[config.mk]
export PLATFORM = sky130hd
export DESIGN_NAME = ssfr_readback
export DESIGN_NICKNAME = d
export VERILOG_FILES = /design/src/rtl/ssfr_readback.sv
export SDC_FILE = /design/constraint.sdc
export NUM_CORES = 1
export LEC_CHECK = 0
export ABC_AREA = 1
export CAP_MARGIN = 30
export CELL_PAD_IN_SITES_DETAIL_PLACEMENT = 1
export CELL_PAD_IN_SITES_GLOBAL_PLACEMENT = 2
export CORE_MARGIN = 4
export CORE_UTILIZATION = 27
export DETAILED_ROUTE_END_ITERATION = 8
export GPL_TIMING_DRIVEN = 0
export PLACE_DENSITY_LB_ADDON = 0.3
export SYNTH_ARGS = -nofsm -noshare
export SYNTH_HDL_FRONTEND = slang
export SYNTH_SLANG_ARGS = --single-unit
[constraint.sdc]
create_clock -name CLKEXT -period 2.7 [get_ports CLKEXT]
set_input_delay 0.54 -clock CLKEXT [delete_from_list [all_inputs] [get_ports CLKEXT]]
set_output_delay 0.54 -clock CLKEXT [all_outputs]
set_load 0.05 [all_outputs]
[src/rtl/ssfr_readback.sv]
// ssfr_readback -- host readback of the NPU configuration/status words.
//
// A read request snapshots one 16-bit word and streams it back as three
// bytes over an 8-bit valid/ready interface: low byte, high byte, then a
// check byte (lo ^ hi ^ addr) flagged with DOUT_LAST.
//
// Ports:
//   CLKEXT      system clock, rising edge
//   RST_N       synchronous active-low reset
//   RD_REQ      single-cycle read request (accepted only when idle)
//   RD_ADDR     0=SSFR, 1=STATUS, 2=RESULT, 3=completed-transaction counter
//   SSFR/STATUS/RESULT  live source words
//   DOUT, DOUT_VALID, DOUT_READY, DOUT_LAST  byte stream to the host
//   BUSY        transaction in progress
//   RD_ERR      sticky: a request arrived while busy
module ssfr_readback #(
  parameter logic [15:0] RST_SSFR = 16'h2280,
  parameter int          CNT_W    = 16
) (
  input  logic        CLKEXT,
  input  logic        RST_N,
  input  logic        RD_REQ,
  input  logic [1:0]  RD_ADDR,
  input  logic [15:0] SSFR,
  input  logic [15:0] STATUS,
  input  logic [15:0] RESULT,
  output logic [7:0]  DOUT,
  output logic        DOUT_VALID,
  input  logic        DOUT_READY,
  output logic        DOUT_LAST,
  output logic        BUSY,
  output logic        RD_ERR
);

  // Snapshot width follows the register word width.
  localparam int SNAP_W = $bits(RST_SSFR);

  typedef enum logic [1:0] {IDLE, SEND_LO, SEND_HI, SEND_CHK} state_t;

  state_t              state, state_nxt;
  logic [SNAP_W-1:0]   snap;
  logic [SNAP_W-1:0]   word_sel;
  logic [1:0]          addr_q;
  logic [CNT_W-1:0]    cnt;
  logic                rd_err_q;
  logic                hs, accept, done;

  // Handshake depends only on registered VALID, so READY never reaches VALID
  // combinationally.
  assign hs     = DOUT_VALID & DOUT_READY;
  assign accept = RD_REQ & (state == IDLE);
  assign done   = (state == SEND_CHK) & hs;

  always_comb begin
    word_sel = '0;
    case (RD_ADDR)
      2'd0: word_sel = SSFR;
      2'd1: word_sel = STATUS;
      2'd2: word_sel = RESULT;
      2'd3: word_sel = cnt;  // pre-increment value of this transaction
      default: word_sel = '0;
    endcase
  end

  // State register
  always_ff @(posedge CLKEXT) begin
    if (!RST_N) state <= IDLE;
    else        state <= state_nxt;
  end

  // Next-state logic
  always_comb begin
    state_nxt = state;
    case (state)
      IDLE:     if (RD_REQ) state_nxt = SEND_LO;
      SEND_LO:  if (hs)     state_nxt = SEND_HI;
      SEND_HI:  if (hs)     state_nxt = SEND_CHK;
      SEND_CHK: if (hs)     state_nxt = IDLE;
      default:              state_nxt = IDLE;
    endcase
  end

  // Datapath registers: snapshot, address, counter, sticky error.
  always_ff @(posedge CLKEXT) begin
    if (!RST_N) begin
      snap     <= '0;
      addr_q   <= '0;
      cnt      <= '0;
      rd_err_q <= 1'b0;
    end else begin
      if (accept) begin
        snap   <= word_sel;
        addr_q <= RD_ADDR;
      end
      if (done) cnt <= cnt + 1'b1;  // wraps naturally
      // Includes the SEND_CHK completion edge: still busy there.
      if (RD_REQ && state != IDLE) rd_err_q <= 1'b1;
    end
  end

  // Output logic
  always_comb begin
    DOUT       = 8'h00;
    DOUT_VALID = (state != IDLE);
    BUSY       = (state != IDLE);
    DOUT_LAST  = (state == SEND_CHK);
    RD_ERR     = rd_err_q;
    case (state)
      SEND_LO:  DOUT = snap[7:0];
      SEND_HI:  DOUT = snap[15:8];
      SEND_CHK: DOUT = snap[7:0] ^ snap[15:8] ^ {6'b0, addr_q};
      default:  DOUT = 8'h00;
    endcase
  end

endmodule

==> flow_metrics.tcl <==
set metrics [dict create \
    firstDrtPassIters 4 \
    postCtsSetupRepairBufs 0 \
    synth-compound-area-share 0.2644 \
    final_area_sq_um 3163 \
    cp-start-kind "flop" \
    peakVddDrop_mv 0.1842 \
    outcome "finished clean" \
    leakage_nw 1.251 \
    synthesis.nets 413 \
    synth_xor_xnor_area_share 0.01520 \
    post-route-drc-count 0 \
    path_class "reg -> out" \
    synth_adder_area_share 0.03257 \
    hp-class "reg -> reg" \
    yosys.area_share.simple 0.2660 \
    use_met2 0.2997 \
    htree_levels 2 \
    ys_ff_latch 37 \
    met1_usage 0.2271 \
    fin_crit_sh 0.9487 \
    gp_congestion 0.8334 \
    clk_pin_slew_worst_paths_ns 0.08 \
    critPathCaptureType "output port" \
    slew_headroom 0.6536 \
    grt.total_usage 0.1722 \
    yosysUniqueCellTypes 30 \
    via_per_inst 4.825 \
    numCtsBuffers 5 \
    drive_gt1_frac 0.08685 \
    die_area_sq_um 10080 \
    ys_seq_area_frac 0.3214 \
    synthMuxAreaShare 0 \
    hold_buffers 0 \
    cts-root-buf "clkbuf_8" \
    critPathCapture "BUSY" \
    cp-startpoint "state[0]$_SDFFE_PN0P_" \
    grt_max_degree 12 \
    insertedDiodeCount 0 \
    coreArea_sq_um 8258 \
    grt-busiest-layer "met2" \
    die_h_um 100.4 \
    regToRegStartpoint "state[0]$_SDFFE_PN0P_" \
    setup_viol 0 \
    cp.required_ns 2.16 \
    clk_latency_ns 0.29 \
    clock_skew_ns 0.004178 \
    grt_pass1_vias 2645 \
    synth_warnings 0 \
    cts_tree "built" \
    slew_viol_final 0 \
    routedWlPerCell_um 15.66 \
    drv_cap 0 \
    grt.overflow.total 0 \
    synth_top_family_by_area "simple AND/OR/NAND/NOR gates" \
    postSynthAreaPerCell_sq_um 6.529 \
    die_x_um 100.4 \
    worstPathArrival_ns 2.02 \
    drtIter0Drc 43 \
    r2r_end "cnt[8]$_SDFFE_PN0P_" \
    io_buffers 65 \
    cp_max_fo 6 \
    area_delta_synth_final_pct 37.24 \
    syn-instance-count 353 \
    hold_violations 0 \
    nNetsFinal 485 \
    ant_nets 0 \
    num_rows 33 \
    start_util 0.2791 \
    cts.repair.resized 18 \
    power_density_nw_per_um2 644.9 \
    antenna_found_initial 0 \
    ff2ff_setup_slack_ns 0.94 \
    io_pins 66 \
    netlist_area_sq_um 2305 \
    max_slew.worst_pin.slew_ns 0.5196 \
    worstRegToRegCells 8 \
    period_needed_ns 2.561 \
    num_vias 2562 \
    hpwlAfterDp_um 6872 \
    p_total_mw 2.040 \
    whs_ns 0.4826 \
    fmax_ghz 0.3904 \
    grt_use_met3 0.02641 \
    detailed_place.area_sq_um 3087 \
    clockBufferDepth 2 \
    cts.sinks 37 \
    grt_pass1_wl_um 13660 \
    wl_um 8316 \
]
state kept, by name, indices dropped and copies added (netlist names):
signal	flops
snap	16
addr_q	2
state	2
cnt	16
RD_ERR	1
cell usage in the layout (no fill, tap or decap):
cell type / netlist / final
ha_1: 6 / 5
clkdlybuf4s15_2: 0 / 2
inv_4: 1 / 1
xor2_1: 2 / 2
nand3b_2: 1 / 1
nor2_1: 28 / 28
inv_1: 38 / 38
nand3_4: 1 / 1
a41oi_1: 2 / 2
inv_2: 5 / 5
dlygate4sd2_1: 0 / 3
a22o_1: 2 / 2
nor3_4: 1 / 1
nand2_2: 3 / 3
o21ai_0: 44 / 44
nand3_1: 15 / 15
buf_2: 3 / 5
nand2_1: 70 / 70
clkdlybuf4s50_1: 0 / 56
nor2_4: 1 / 1
dlymetal6s2s_1: 0 / 1
nand2b_1: 2 / 2
a31oi_1: 13 / 13
a21oi_1: 46 / 46
clkbuf_1: 5 / 6
nand2_4: 1 / 1
clkdlybuf4s18_2: 0 / 1
nor3_1: 3 / 3
xnor2_1: 2 / 2
clkbuf_8: 0 / 5
o22ai_1: 2 / 2
dfxtp_1: 37 / 37
clkinv_2: 0 / 2
o21ai_1: 6 / 6
nor2_2: 3 / 3
buf_4: 4 / 4
nand4_1: 6 / 6
ha_2: 0 / 1
layout make-up:
class	instances	area (sq um)
fillers	1079	5095
multi-input cells	260	1335
flip-flops and latches	37	740.7
repair buffers	65	641.9
inverters	44	167.7
well taps	105	131.4
clock buffers	6	72.57
plain buffers	12	63.81
clock inverters	2	10.01
through the flow:
step | utilization | std cells | setup TNS, ns | setup WS (ns)
after floorplan | - | 353 | 0 | 0.3812
after global placement | 0.3738 | 523 | -0.01553 | -0.01173
after detailed placement | 0.3738 | 523 | -0.1770 | -0.06629
after CTS | 0.3841 | 531 | 0 | 0.02940
after global routing | 0.3830 | 531 | -0.0006553 | -0.0006553
final | 0.3830 | 531 | 0 | 0.1385
critical path, stage by stage, from the launching register on:
cell	delay, ns
dfxtp_1	0.42
inv_1	0.09
ha_1	0.24
inv_2	0.16
clkdlybuf4s50_1	0.83
power breakdown:
group	internal, mW	switching, mW
combinational	0.344	0.585
sequential	0.638	0.0871
clock	0.179	0.206
routing by layer:
metal | vias to the layer above | part of all wire
li1 | 1332 | -
met1 | 1183 | 0.46
met2 | 42 | 0.49
met3 | 5 | 0.036
met4 | 0 | 0.0064
met5 | - | 0
synthesized netlist by cell type (all sizes together):
master   n  share of area
a31oi   13          0.035
nand3   16          0.040
nor2    32          0.059
clkbuf   5         0.0081
nor3     4          0.014
xor2     2         0.0076
nand2   74           0.13
o21ai   50           0.11
nand3b   1         0.0049
o22ai    2         0.0054
nand4    6          0.016
a21oi   46           0.10
inv     44          0.073
buf      7          0.020
xnor2    2         0.0076
nand2b   2         0.0054
a41oi    2         0.0076
dfxtp   37           0.32
a22o     2         0.0076
ha       6          0.033
logic make-up (layout without fill, tap and decap cells):
kind of cell / Yosys count / in the layout
and+or+nand+nor: 135 / 135
AOI/OAI and AO/OA: 115 / 115
buffers and inverters: 56 / 129
DFF: 37 / 37
adders and majority gates: 6 / 6
xor gates and xnor gates: 4 / 4
how the worst min path moves through the flow:
stage                            from                     end  depth (start not counted)  slack, ns
2_1_floorplan  addr_q[0]$_SDFFE_PN0P_  addr_q[0]$_SDFFE_PN0P_                          2       0.44
3_3_place_gp      RD_ERR$_SDFFE_PN0P_     RD_ERR$_SDFFE_PN0P_                          2       0.45
3_5_place_dp      RD_ERR$_SDFFE_PN0P_     RD_ERR$_SDFFE_PN0P_                          2       0.46
4_1_cts        addr_q[1]$_SDFFE_PN0P_  addr_q[1]$_SDFFE_PN0P_                          2       0.48
5_1_grt        addr_q[0]$_SDFFE_PN0P_  addr_q[0]$_SDFFE_PN0P_                          2       0.52
6_report       addr_q[1]$_SDFFE_PN0P_  addr_q[1]$_SDFFE_PN0P_                          2       0.48
(Power assumes the default switching activity.)
